**config.mk**
```make
export PLATFORM = sky130hd
export DESIGN_NAME = uart_rx
export DESIGN_NICKNAME = d
export VERILOG_FILES = /design/src/rtl/uart_rx_pkg.sv /design/src/rtl/uart_sync.sv /design/src/rtl/uart_rx.sv
export SDC_FILE = /design/constraint.sdc
export NUM_CORES = 1
export LEC_CHECK = 0
export BUFFER_PORTS_ARGS = -buffer_cell sky130_fd_sc_hd__buf_2
export CORE_MARGIN = 8
export CORE_UTILIZATION = 25
export DETAILED_ROUTE_END_ITERATION = 6
export MAX_ROUTING_LAYER = met4
export REMOVE_ABC_BUFFERS = 1
export SLEW_MARGIN = 20
export SYNTH_ARGS = -nofsm -noshare
export SYNTH_HDL_FRONTEND = slang
export SYNTH_SLANG_ARGS = --single-unit
```
**constraint.sdc**
```tcl
create_clock -name clk -period 6.4 [get_ports clk]
set_clock_uncertainty 0.2 [all_clocks]
set_input_delay 0.96 -clock clk [delete_from_list [all_inputs] [get_ports clk]]
set_output_delay 0.96 -clock clk [all_outputs]
set_load 0.03 [all_outputs]
```
**src/rtl/uart_rx_pkg.sv**
```systemverilog
// Shared UART receiver definitions: state encodings, frame constants, divisor clamp.
// State encodings match the uart_tx companion so both ends decode the same values.
package uart_rx_pkg;

  localparam int UART_DATA_BITS = 8;
  localparam int UART_MIN_DIV   = 2;

  typedef enum logic [2:0] {
    ST_IDLE   = 3'd0,
    ST_START  = 3'd1,
    ST_DATA   = 3'd2,
    ST_PARITY = 3'd3,
    ST_STOP   = 3'd4
  } rx_state_e;

  // Divisors below the minimum behave as the minimum.
  function automatic logic [31:0] eff_div(input logic [31:0] div);
    return (div < 32'(UART_MIN_DIV)) ? 32'(UART_MIN_DIV) : div;
  endfunction

endpackage

```
**src/rtl/uart_sync.sv**
```systemverilog
// Multi-flop synchronizer for an asynchronous single-bit input; resets to 1
// so an idle-high line does not produce a spurious edge out of reset.
module uart_sync #(
  parameter int STAGES = 2
) (
  input  logic clk,
  input  logic rst,
  input  logic d,
  output logic q
);

  logic [STAGES-1:0] ff;

  always_ff @(posedge clk) begin
    if (rst) ff <= '1;
    else     ff <= {ff[STAGES-2:0], d};
  end

  assign q = ff[STAGES-1];

endmodule

```
**src/rtl/uart_rx.sv**
```systemverilog
// UART receiver, 8N1 (8E1 when UART_RX_PARITY_EN is defined), LSB first,
// idle-high line, mid-bit sampling with the same baud_div meaning as uart_tx.
module uart_rx
  import uart_rx_pkg::*;
#(
  parameter int SYNC_STAGES = 2
) (
  input  logic        clk,
  input  logic        rst,
  input  logic [31:0] baud_div,
  input  logic        rx_in,
  output logic [7:0]  rx_data,
  output logic        rx_valid,
  output logic        rx_busy,
  output logic        frame_err,
  output logic        parity_err
);

  // Handshake: rx_valid is a one-cycle pulse with rx_data already updated in the
  // same cycle; there is no ready, the consumer must capture on the pulse.

  logic        rx_s, rx_s_d;
  rx_state_e   state_q, state_d;
  logic [31:0] div_q, div_d;
  logic [31:0] baud_cnt_q, baud_cnt_d;
  logic [2:0]  bit_cnt_q, bit_cnt_d;
  logic [7:0]  shift_q, shift_d;
  logic [7:0]  data_q, data_d;
  logic        valid_q, valid_d;
  logic        busy_q, busy_d;
  logic        ferr_q, ferr_d;
  logic [31:0] div_eff, half;

  uart_sync #(.STAGES(SYNC_STAGES)) u_sync (
    .clk (clk),
    .rst (rst),
    .d   (rx_in),
    .q   (rx_s)
  );

  assign div_eff = eff_div(baud_div);
  assign half    = div_eff >> 1;

`ifdef UART_RX_PARITY_EN
  logic par_q, par_d;
  logic perr_q, perr_d;
`endif

  always_comb begin
    state_d    = state_q;
    div_d      = div_q;
    baud_cnt_d = baud_cnt_q;
    bit_cnt_d  = bit_cnt_q;
    shift_d    = shift_q;
    data_d     = data_q;
    busy_d     = busy_q;
    valid_d    = 1'b0;
    ferr_d     = 1'b0;
`ifdef UART_RX_PARITY_EN
    par_d      = par_q;
    perr_d     = 1'b0;
`endif
    case (state_q)
      ST_IDLE: begin
        busy_d = 1'b0;
        // Only a high-to-low transition arms a frame, so a held-low break is ignored.
        if (rx_s_d && !rx_s) begin
          div_d      = div_eff;
          baud_cnt_d = (half == 32'd0) ? 32'd0 : half - 32'd1;
          bit_cnt_d  = 3'd0;
          busy_d     = 1'b1;
          state_d    = ST_START;
        end
      end
      ST_START: begin
        if (baud_cnt_q == 32'd0) begin
          if (rx_s) begin
            state_d = ST_IDLE;
            busy_d  = 1'b0;
          end else begin
            baud_cnt_d = div_q - 32'd1;
            state_d    = ST_DATA;
          end
        end else begin
          baud_cnt_d = baud_cnt_q - 32'd1;
        end
      end
      ST_DATA: begin
        if (baud_cnt_q == 32'd0) begin
          shift_d    = {rx_s, shift_q[7:1]};
          bit_cnt_d  = bit_cnt_q + 3'd1;
          baud_cnt_d = div_q - 32'd1;
          if (bit_cnt_q == 3'(UART_DATA_BITS - 1)) begin
`ifdef UART_RX_PARITY_EN
            state_d = ST_PARITY;
`else
            state_d = ST_STOP;
`endif
          end
        end else begin
          baud_cnt_d = baud_cnt_q - 32'd1;
        end
      end
`ifdef UART_RX_PARITY_EN
      ST_PARITY: begin
        if (baud_cnt_q == 32'd0) begin
          par_d      = rx_s;
          baud_cnt_d = div_q - 32'd1;
          state_d    = ST_STOP;
        end else begin
          baud_cnt_d = baud_cnt_q - 32'd1;
        end
      end
`endif
      ST_STOP: begin
        if (baud_cnt_q == 32'd0) begin
          state_d = ST_IDLE;
          busy_d  = 1'b0;
          if (!rx_s) begin
            ferr_d = 1'b1;
`ifdef UART_RX_PARITY_EN
          end else if (^{shift_q, par_q}) begin
            perr_d = 1'b1;
`endif
          end else begin
            data_d  = shift_q;
            valid_d = 1'b1;
          end
        end else begin
          baud_cnt_d = baud_cnt_q - 32'd1;
        end
      end
      default: begin
        state_d = ST_IDLE;
        busy_d  = 1'b0;
      end
    endcase
  end

  always_ff @(posedge clk) begin
    if (rst) begin
      rx_s_d     <= 1'b1;
      state_q    <= ST_IDLE;
      div_q      <= 32'(UART_MIN_DIV);
      baud_cnt_q <= 32'd0;
      bit_cnt_q  <= 3'd0;
      shift_q    <= 8'h00;
      data_q     <= 8'h00;
      valid_q    <= 1'b0;
      busy_q     <= 1'b0;
      ferr_q     <= 1'b0;
    end else begin
      rx_s_d     <= rx_s;
      state_q    <= state_d;
      div_q      <= div_d;
      baud_cnt_q <= baud_cnt_d;
      bit_cnt_q  <= bit_cnt_d;
      shift_q    <= shift_d;
      data_q     <= data_d;
      valid_q    <= valid_d;
      busy_q     <= busy_d;
      ferr_q     <= ferr_d;
    end
  end

`ifdef UART_RX_PARITY_EN
  always_ff @(posedge clk) begin
    if (rst) begin
      par_q  <= 1'b0;
      perr_q <= 1'b0;
    end else begin
      par_q  <= par_d;
      perr_q <= perr_d;
    end
  end
  assign parity_err = perr_q;
`else
  assign parity_err = 1'b0;
`endif

  assign rx_data   = data_q;
  assign rx_valid  = valid_q;
  assign rx_busy   = busy_q;
  assign frame_err = ferr_q;

endmodule
```
== Word-level counts from Yosys, hierarchy flattened ==
Index checks and enable logic that the tools add are counted.

* $add $sub $neg: 4
* $lt $le $gt $ge: 1
* Eq/ne operators: 12
* Multiplexer cells: 25
* Bitwise gates (word level): 3
* Reduce and logical (&&, ||, !) cells: 15

{| class="wikitable"
|+ Operators with widths
! cell !! count
|-
| two-way mux 32 bit || 7
|-
| case mux 32 bit (4 select lines) || 1
|-
| zero test 32 bit || 2
|-
| subtractor 32 x 1 -> 32 bit, second input constant || 2
|-
| < comparator 32 x 2 -> 1 bit, second input constant || 1
|-
| subtractor 31 x 1 -> 32 bit, second input constant || 1
|-
| two-way mux 3 bit || 7
|-
| != test 2 bit, second input constant || 6
|-
| case mux 3 bit (4 select lines) || 1
|-
| AND reduction 4 bit || 2
|-
| equality test 3 bit, second input constant || 2
|-
| two-way mux 1 bit || 6
|-
| case mux 3 bit (2 select lines) || 1
|-
| AND reduction 3 bit || 2
|-
| AND reduction 5 bit || 1
|-
| case mux 1 bit (4 select lines) || 1
|-
| AND reduction 2 bit || 2
|-
| nonzero test 4 bit || 1
|-
| adder 3 x 1 -> 3 bit, second input constant || 1
|-
| equality test 3 x 1 -> 1 bit, second input constant || 1
|-
| equality test 3 x 2 -> 1 bit, second input constant || 1
|-
| zero test 3 bit || 1
|-
| != test 3 bit, second input constant || 1
|-
| NOT 1 bit || 3
|-
| 6 further kinds || 6
|}

* Register bits after elaboration: 92

== Longest topological paths before layout ==
* Depth after elaboration: 6
* Depth in mapped cells: 14

== By module ==
A second synthesis with hierarchy kept.

* Cell total of the unflattened synthesis: 763
* Area, all modules: 5803.1 sq um

{| class="wikitable"
|+ By module, submodules not included
! module !! times used !! cells an instance !! area an instance (sq um) !! sequential area each (sq um)
|-
| uart_rx || 1 || 759 || 5750.5 || 1801.7
|-
| uart_sync || 1 || 4 || 52.6 || 40.0
|}

== Worst setup path before layout ==
No wires, ideal clock.

* Path kind: input-to-reg
* From: input baud_div[16]
* To: register baud_cnt_q[11]
* Arrival time: 4.391 ns
* Data required time: 6.109 ns
* Path slack: 1.718 ns
* Stages: 14
* Buffers on the path: 3
* Path through: clkbuf_1 -> or4_1 -> or3_1 -> buf_2 -> nor4_1 -> nor2_1 -> ha_1 -> nor2b_1 -> nand4_1 -> nor2_1 -> a31oi_1 -> clkbuf_1 -> nand2_1 -> a311oi_1

* Word-level cells in the longest chain between the ends: 6
* Elaborated cells on any way between the ends: 7
* Those cells by class: add/sub (1); order compare (1); mux (4); reduce/logical (1)

{| class="wikitable"
|+ Ends and longest elaborated chain
! element !! line !! source
|-
| from (decl) || uart_rx.sv:10 || <nowiki>input logic [31:0] baud_div,</nowiki>
|-
| < comparator 32 x 2 -> 1 bit || uart_rx_pkg.sv:18 || <nowiki>return (div < 32'(UART_MIN_DIV)) ? 32'(UART_MIN_DIV) : div;</nowiki>
|-
| two-way mux 32 bit (*) || uart_rx_pkg.sv:18 ||
|-
| subtractor 31 x 1 -> 32 bit or zero test 32 bit (tied branches) || uart_rx.sv:69 || <nowiki>baud_cnt_d = (half == 32'd0) ? 32'd0 : half - 32'd1;</nowiki>
|-
| two-way mux 32 bit (*) || uart_rx.sv:69 ||
|-
| two-way mux 32 bit (*) || uart_rx.sv:67 || <nowiki>if (rx_s_d && !rx_s) begin</nowiki>
|-
| case mux 32 bit (4 select lines) (*) || uart_rx.sv:63 || <nowiki>case (state_q)</nowiki>
|-
| to (signal assigned) || uart_rx.sv:156 || <nowiki>baud_cnt_q <= baud_cnt_d;</nowiki>
|-
| to (decl) || uart_rx.sv:25 || <nowiki>logic [31:0] baud_cnt_q, baud_cnt_d;</nowiki>
|}

Mark *: on every way between the ends. The rest lies on a longest branch, timed or not. The select of a mux whose other input is x is not followed.
A chain may end at the register's enable or synchronous reset.

== Final worst setup path ==
* From: input baud_div[17]
* To: register baud_cnt_q[27]

Same word-level chain as after synthesis.

==> run metrics <==
fin crit share=between 70% and 80%; RR Startpoint=baud_cnt_q[0]$_SDFFE_PP0P_; Clk network pwr share=33.7%; Synth Cell Area=5810 µm²; # hold bufs at CTS=0; Post-synth EDFFs=0; commonest cells after routing, fill and taps aside=120 x nand2_1, 92 x dfxtp_1, 58 x nor3_1; Die ar.=28400 µm²; slowest cell on the critical path=or3_1; total global routing overflow=0; clock insertion delay at the later pin of the skew report=360 ps; peak supply drop=0.130 mV; Synth cell types=66; DRT antenna net count=0; setup violators final=0; largest net degree at the start of global routing=54; H-Tree Level Count=3; worst slew pin tran=896 ps; hold wc startpoint=u_sync.ff[0]$_SDFF_PP1_; Final GP Congestion=about 0.83; Design Area, Final=6600 µm²; nets=between 800 and 900; via density per instance=5.40; leakage power=between 0.002 and 0.0025 µW; DPL Wire Length=about 13000 µm; antenna fix cells=0; CP cell instances=buf_2, or4_1, or3_1, nor4_1, nor2_1, ha_1, nor2b_1, nand4_1, buf_4, nor2_1, a31oi_2, buf_4, o21ai_0, a311oi_1; initial antenna violation count=0; CTS tree=built; Tot GR Track Use=between 10% and 20%; share of power burned in registers=39.7%; Max Root-Sink Buffers=2; Post-CTS Setup Bufs=0; Final Max Slew Viols=0; crit path launch=baud_div[17]; HP Class=reg -> reg; CP Capture Type=flip-flop; NetSw=573 µW; WL/cell=17.2 µm; sequential-to-total area share from yosys stat=31.7%; Fin. Hold Viols=0; share of post-route cells with drive strength above 1=12.0%; part of the power in combinational logic=between 20% and 30%; Starting Density=approximately 25%; drt pass-1 iters=5; first-pass GRT wire length=30200 µm; min cycle time layout=4840 ps; Pwr Total=1650 µW; top_reg_cell synth=dfxtp_1; outcome=finished, final reports clean; CTS-repair resized insts=0; Post-Syn Area per Cell=~7.7 µm²; WP data required=6460 ps; Yosys reg bits=92; IO Count=47; Core ar.=23100 µm²; Residual DRC=0; die height=169 µm; Pint=1080 µW; sw frac=between 30% and 40%; Slew HR=40.3%; die width=around 170 µm; Ys Warns=0; Max-Cap Viols=0; CTS root buffer=clkbuf_16; Async SR Flop Fraction=0%; CP max stage delay=between 600 and 700 ps; vias in the first global route=5518; Total Wirelength=18500 µm; f_max=~0.21 GHz; Reg clk slew, reported paths=70 ps; num rows=56; commonest non-fill, non-tap cell in the layout=nand2_1; initial DRC count=428; CTS Buf Count=9; Arrival @ worst endpoint=4910 ps; setup_tns=0 ps; worst-path fanout max=23; worst setup margin=1560 ps; DR vias=5792; PortBufs=between 40 and 50; Power Dens Cells=250 nW/µm²; RSZ-0062 raised after global routing=false; clock sink total=92; Post-Synthesis Cells=between 700 and 800; DP Area=6290 µm²; Area Overhead vs Synth=13.4%; CP Launch Type=primary input; critical setup path kind=in -> reg; pre-CTS WS=1210 ps
## area by class of cell
type                    count  area [µm²]
inverters                  14        52.6
repair buffers             58         323
flip-flops and latches     92        1840
clock buffers               9         225
multi-input cells         602        3710
clock inverters             7        76.3
well taps                 290         363
fillers                  2525       16500
## cell families after synthesis
family / after synthesis / share of synthesized area [%]
DFF: 92 / 31.7
and+or+nand+nor: 342 / 29.5
adders and majority gates: 5 / 1.08
buffers and inverters: 65 / 4.84
xor gates and xnor gates: 65 / 9.79
AOI/OAI and AO/OA: 181 / 21.6
muxes: 8 / 1.38
other: 1 / 0.0645
## metal layers
metal  routed length, µm  GRT usage [%]
met4                 286           3.92
met2                8300           20.9
met5                   0              -
met3                1050           2.70
met1                8840           17.7
## path summary, 6_finish.rpt
check | end | slack (ps) | cells past startpoint
hold / removal | u_sync.ff[1]$_SDFF_PP1_ | 230 | 1
setup / recovery | baud_cnt_q[27]$_SDFFE_PP0P_ | 1560 | 14
setup reg to reg | baud_cnt_q[22]$_SDFFE_PP0P_ | 2230 | 8
hold reg to reg | u_sync.ff[1]$_SDFF_PP1_ | 230 | 1
## power by group through the flow
stage          Combinational (µW)  Sequential [µW]  Clock, µW
6_report                      438              655        557
5_1_grt                       481              662        594
4_1_cts                       435              654        564
3_5_place_dp                  433              667          0
3_3_place_gp                  429              666          0
2_1_floorplan                 297              656          0
## synthesized netlist by cell type (all sizes together), types with 6 or more instances
cell type	n	area share (%)
clkbuf	40	2.6
a31oi	7	0.86
a22oi	19	2.5
a211oi	6	0.86
nand2	121	7.9
xor2	31	4.7
nor4	26	3.1
mux2i	8	1.4
o21a	6	0.77
or3	8	0.86
or4	18	2.4
o32ai	8	1.2
o31ai	7	0.99
inv	14	0.90
buf	11	1.4
o21ai	14	1.2
nand4	8	0.97
a311oi	23	3.5
nor3	59	5.2
o211ai	9	1.2
dfxtp	92	32
a21oi	56	4.8
nor2	50	3.2
nand3	18	1.5
xnor2	34	5.1
## flip-flops by register name, indices dropped and copies added (netlist names)
register    count
u_sync.ff       2
frame_err       1
div_q          32
rx_busy         1
state_q         3
baud_cnt_q     32
shift_q         8
rx_data         8
rx_s_d          1
rx_valid        1
bit_cnt_q       3
## stage by stage
step	hold WS, ps	instances	utilization, %
3_3_place_gp	215	1056	27.2
5_1_grt	274	1072	28.5
4_1_cts	245	1072	28.5
6_report	233	1072	28.5
3_5_place_dp	223	1056	27.2
2_1_floorplan	189	708	-
## worst max-delay path: cells and delay by family
family                     cells  cell delay (ps)
AOI/OAI and AO/OA              3              630
adders and majority gates      1              260
buffers and inverters          3              650
and+or+nand+nor                7             2380
Note: power is estimated with default switching activity, not from simulation.
